$ cat config.mk
export PLATFORM = sky130hd
export DESIGN_NAME = vc_buffer_arbiter
export DESIGN_NICKNAME = d
export VERILOG_FILES = /design/src/rtl/vc_buffer_arbiter.sv
export SDC_FILE = /design/constraint.sdc
export NUM_CORES = 1
export LEC_CHECK = 0
export CORE_MARGIN = 1
export CORE_UTILIZATION = 59
export CTS_BUF_LIST = sky130_fd_sc_hd__clkbuf_8
export DETAILED_ROUTE_END_ITERATION = 16
export GPL_TIMING_DRIVEN = 0
export PLACE_DENSITY = 0.82
export SETUP_SLACK_MARGIN = 0.2
export SLEW_MARGIN = 10
export SYNTH_ARGS = -nofsm -noshare
export SYNTH_HDL_FRONTEND = slang
export SYNTH_SLANG_ARGS = --single-unit
$ cat constraint.sdc
create_clock -name clk -period 4.3 [get_ports clk]
set_clock_uncertainty 0.15 [all_clocks]
set_input_delay 0.645 -clock clk [delete_from_list [all_inputs] [get_ports clk]]
set_output_delay 0.645 -clock clk [all_outputs]
set_load 0.01 [all_outputs]
$ cat src/rtl/vc_buffer_arbiter.sv
// vc_buffer_arbiter
//   Buffers the two per-VC push streams coming out of the VC demux in small
//   FIFOs, returns almost-full backpressure upstream, and forwards one word
//   per cycle downstream. VC0 has strict priority over VC1. A VC may pop only
//   when the destination selected by its head word (bit 4) is not paused.
// Ports:
//   clk, reset                    clock, async active-low reset
//   data_in_vcN, push_vcN         upstream write streams
//   pause_d0, pause_d1            downstream destination backpressure
//   pause_vcN                     upstream backpressure (registered count)
//   data_out, valid_out           arbitrated output word (registered)
//   empty_vcN, error_vcN          FIFO empty / sticky overflow flags

// Single VC FIFO. The count is one bit wider than the pointers so that
// full (count == depth) is distinct from empty.
module vc_fifo #(
  parameter int data_width     = 6,
  parameter int address_width  = 2,
  parameter int almost_full_th = 3
) (
  input  logic                  clk,
  input  logic                  reset,
  input  logic                  push,
  input  logic [data_width-1:0] data_in,
  input  logic                  pop,
  output logic [data_width-1:0] head,
  output logic                  empty,
  output logic                  pause,
  output logic                  error
);
  localparam int depth = 1 << address_width;

  logic [address_width-1:0] wr_ptr, rd_ptr;
  logic [address_width:0]   count;
  logic [data_width-1:0]    mem [depth];
  logic                     full, accept;

  assign full   = (count == (address_width+1)'(depth));
  // A push into a full FIFO is only taken when the same edge frees a slot.
  assign accept = push && (!full || pop);

  always_ff @(posedge clk or negedge reset) begin
    if (!reset) begin
      wr_ptr <= '0;
      rd_ptr <= '0;
      count  <= '0;
      error  <= 1'b0;
    end else begin
      if (accept) wr_ptr <= wr_ptr + 1'b1;
      if (pop)    rd_ptr <= rd_ptr + 1'b1;
      if (accept && !pop)      count <= count + 1'b1;
      else if (pop && !accept) count <= count - 1'b1;
      if (push && !accept)     error <= 1'b1;
    end
  end

  // Storage is not reset; resetting the pointers discards its contents.
  always_ff @(posedge clk) begin
    if (accept) mem[wr_ptr] <= data_in;
  end

  assign head  = mem[rd_ptr];
  assign empty = (count == '0);
  assign pause = (count >= (address_width+1)'(almost_full_th));
endmodule

module vc_buffer_arbiter #(
  parameter int data_width     = 6,
  parameter int address_width  = 2,
  parameter int almost_full_th = 3
) (
  input  logic                  clk,
  input  logic                  reset,
  input  logic [data_width-1:0] data_in_vc0,
  input  logic                  push_vc0,
  input  logic [data_width-1:0] data_in_vc1,
  input  logic                  push_vc1,
  input  logic                  pause_d0,
  input  logic                  pause_d1,
  output logic                  pause_vc0,
  output logic                  pause_vc1,
  output logic [data_width-1:0] data_out,
  output logic                  valid_out,
  output logic                  empty_vc0,
  output logic                  empty_vc1,
  output logic                  error_vc0,
  output logic                  error_vc1
);
  localparam int num_vc   = 2;
  localparam int dest_bit = 4;

  logic [num_vc-1:0][data_width-1:0] din, head;
  logic [num_vc-1:0] push, pop, elig, empty, pause, error;

  assign din  = {data_in_vc1, data_in_vc0};
  assign push = {push_vc1, push_vc0};

  for (genvar v = 0; v < num_vc; v++) begin : g_vc
    vc_fifo #(
      .data_width    (data_width),
      .address_width (address_width),
      .almost_full_th(almost_full_th)
    ) u_fifo (
      .clk    (clk),
      .reset  (reset),
      .push   (push[v]),
      .data_in(din[v]),
      .pop    (pop[v]),
      .head   (head[v]),
      .empty  (empty[v]),
      .pause  (pause[v]),
      .error  (error[v])
    );
  end

  // Eligibility uses only registered FIFO state plus the live destination
  // pauses, so a word becomes poppable the cycle after it was written.
  always_comb begin
    elig = '0;
    for (int v = 0; v < num_vc; v++)
      elig[v] = !empty[v] && !(head[v][dest_bit] ? pause_d1 : pause_d0);
  end

  // Strict priority; a blocked VC0 head does not block VC1.
  assign pop[0] = elig[0];
  assign pop[1] = elig[1] && !elig[0];

  always_ff @(posedge clk or negedge reset) begin
    if (!reset) begin
      data_out  <= '0;
      valid_out <= 1'b0;
    end else begin
      valid_out <= |pop;
      if (pop[0])      data_out <= head[0];
      else if (pop[1]) data_out <= head[1];
    end
  end

  assign {empty_vc1, empty_vc0} = empty;
  assign {pause_vc1, pause_vc0} = pause;
  assign {error_vc1, error_vc0} = error;
endmodule
==> impl_metrics.json <==
{
  "start_util_pct": 61.0,
  "multiInputGateArea_mm2": 0.00100,
  "drt-initial-drc-count": 92,
  "worst_pin_slew_ns": 1.09,
  "leakage_nw": 1.43,
  "netlist-cell-type-count": 38,
  "synth_top_cell_area_share_pct": 46.5,
  "setup_tns_ns": 0,
  "crit_path_end_kind": "register",
  "grt_setup_unrepaired": "no",
  "wire_per_inst_um": 18.3,
  "cts_tree": "built",
  "area_growth_pct": 17.5,
  "htree_levels": 3,
  "syn_area_mm2": 0.00310,
  "nets": 251,
  "clk_pin_slew_ns": 0.07,
  "cts_buffers": 9,
  "ys_seq_area_share_pct": 65.1,
  "crit_fanout": 10,
  "status": "complete, no violations",
  "syn_avg_cell_area_um2": 17.2,
  "grt_overflow_total": 0,
  "track_usage_pct": 22.6,
  "crit_arrival_ns": 3.57,
  "dr.pass1.iters": 4,
  "syn-num-nets": 210,
  "slew_headroom_pct": 27.4,
  "drc_errors": 0,
  "vdd_drop_max_mv": 0.317,
  "std_cell_rows": 26,
  "worstSetupPathType": "reg2reg",
  "stdcell_count": 296,
  "core_area_mm2": 0.00507,
  "grt_pass1_wl_um": 8560,
  "hpwl_um": 4030,
  "syn-instance-count": 180,
  "r2r.worst_path.cells": 11,
  "slew_violations": 0,
  "drv_cap": 0,
  "synth.area.top_cells": "edfxtp_1 47%, dfrtp_1 19%, mux4_2 5.1%",
  "dieHeight_um": 74.5,
  "holdPathStages": 1,
  "portBuffers": 30,
  "ys_ff_latch": 71,
  "clock_path_buffers": 2,
  "cp.required_ns": 4.41,
  "worstSkewPairLatency_ns": 0.34,
  "place.gp.congestion": 0.731,
  "finalSetupViolCount": 0,
  "antenna_found_initial": 0,
  "final_antenna_net_count": 0,
  "vias": 1664,
  "viasPerCell": 5.62,
  "hold_ws_ns": 0.321,
  "clockRootBuffer": "clkbuf_8",
  "netlist.top_cell.by_area": "edfxtp_1",
  "io_pins": 31,
  "post_cts_buffers": 0,
  "setup.worst_path.start_class": "register",
  "clock.fmax_mhz": 289,
  "seq_area_mm2": 0.00202,
  "clkSinkCount": 71,
  "min_period_ns": 3.45,
  "routed_wl_um": 5420,
  "fin_crit_sh_pct": 80.3,
  "hold_buffers": 0,
  "grt_pass1_vias": 1783,
  "drive_gt1_share_pct": 15.9,
  "dp.cells": 280,
  "yosysWarnings": 0,
  "cts_resized": 0,
  "timing_hold_violations_final": 0,
  "die_x_um": 74.5,
  "p_per_area_mw_per_mm2": 705,
  "num_antenna_cells": 0,
  "hold_path_class": "reg2reg",
  "fill_cells": 326,
  "dieArea_mm2": 0.00554,
  "post-route-util_pct": 71.7,
  "grt_max_degree": 24
}
## kinds of logic (layout without fill, tap and decap cells)
kind of cell    after synthesis  in the layout  share of synthesized area, %
compound gates               16             16                          4.93
fa+ha+maj                    12             12                          5.33
buf+inv                      15             61                          2.58
flops                        71             71                          65.1
simple gates                 36             36                          7.11
mux                          18             18                          11.6
xor+xnor                     12             12                          3.39
## through the flow
| stage | total power, W | setup slack (ns) | instance area [um^2] |
|---|---|---|---|
| after global placement | 0.00206 | 0.777 | 3490 |
| after global routing | 0.00273 | 0.575 | 3640 |
| after floorplan | 0.00180 | 1.27 | 3100 |
| after detailed placement | 0.00216 | 0.658 | 3490 |
| final | 0.00257 | 0.845 | 3640 |
| after CTS | 0.00259 | 0.822 | 3640 |
## registers in the layout (all words and copies together) (netlist names)
register / count
g_vc.u_fifo.error: 2
g_vc.u_fifo.wr_ptr: 4
data_out: 6
g_vc.u_fifo.mem: 48
g_vc.u_fifo.count: 6
g_vc.u_fifo.rd_ptr: 4
valid_out: 1
## where the power goes
group / leakage (nW) / internal, W / switching [W]
combinational: 0.647 / 0.000561 / 0.000506
sequential: 0.707 / 0.000952 / 0.000122
clock: 0.0804 / 0.000198 / 0.000228
total: 1.43 / 0.00171 / 0.000856
## Yosys cell counts (all sizes together)
cell type / instances
or3b: 1
a221o: 1
a221oi: 1
ha: 10
a31oi: 2
a21oi: 1
mux2i: 2
mux2: 4
and2b: 6
xor2: 5
a41o: 2
fa: 2
clkbuf: 1
a211o: 5
or2b: 1
nor3: 2
dfrtp: 23
a21o: 2
o22a: 1
mux4: 12
edfxtp: 48
nand2: 3
and3: 7
xnor2: 7
inv: 9
a22oi: 1
or3: 1
and2: 9
nor2: 6
buf: 5
## placed cells by master, fill, tap and decap left out, drive strengths merged, types with 3 or more instances in the layout
cell type	Yosys	final
clkdlybuf4s50	0	30
mux2	4	4
buf	5	5
mux4	12	12
and2b	6	6
xor2	5	5
clkinv	0	5
and3	7	7
nor2	6	6
xnor2	7	7
clkbuf	1	10
a211o	5	5
ha	10	10
dfrtp	23	23
and2	9	9
edfxtp	48	48
nand2	3	3
inv	9	10
## worst max-delay path, cell delays in order (launching register included)
cell,delay (ns)
dfrtp_1,0.32
buf_4,0.21
mux4_2,0.57
nand2_1,0.21
nand2_1,0.10
a31oi_1,0.59
ha_1,0.30
inv_1,0.07
fa_1,0.39
xor2_1,0.18
nor2_1,0.11
xor2_1,0.17
## worst paths after layout
path | start | end | slack [ns]
setup reg to reg | g_vc[0].u_fifo.rd_ptr[0] | g_vc[0].u_fifo.count[2] | 0.85
max in group asynchronous | reset | g_vc[0].u_fifo.wr_ptr[1] | 2.60
min in group asynchronous | reset | g_vc[0].u_fifo.rd_ptr[0] | 0.74
hold / removal | g_vc[0].u_fifo.error | g_vc[0].u_fifo.error | 0.32
hold reg to reg | g_vc[0].u_fifo.error | g_vc[0].u_fifo.error | 0.32
setup / recovery | g_vc[0].u_fifo.rd_ptr[0] | g_vc[0].u_fifo.count[2] | 0.85
## metal layers
| metal | vias to the layer above | part of all wire (%) | GRT usage, % |
|---|---|---|---|
| met5 | - | 0 | 0 |
| met3 | 18 | 3.8 | 5.42 |
| met2 | 46 | 52 | 37.0 |
| li1 | 765 | - | - |
| met4 | 0 | 3.3 | 14.0 |
| met1 | 835 | 41 | 27.2 |
## area by class of cell
cell class / count / area share (%)
timing repair buffer: 30 / 8.25
sequential: 71 / 55.4
clock buffer: 9 / 3.40
multi-input combinational: 94 / 27.5
tap: 70 / 2.41
buffer: 6 / 1.27
inverter: 9 / 0.928
clock inverter: 7 / 0.859
Note: power is estimated with default switching activity, not from simulation.
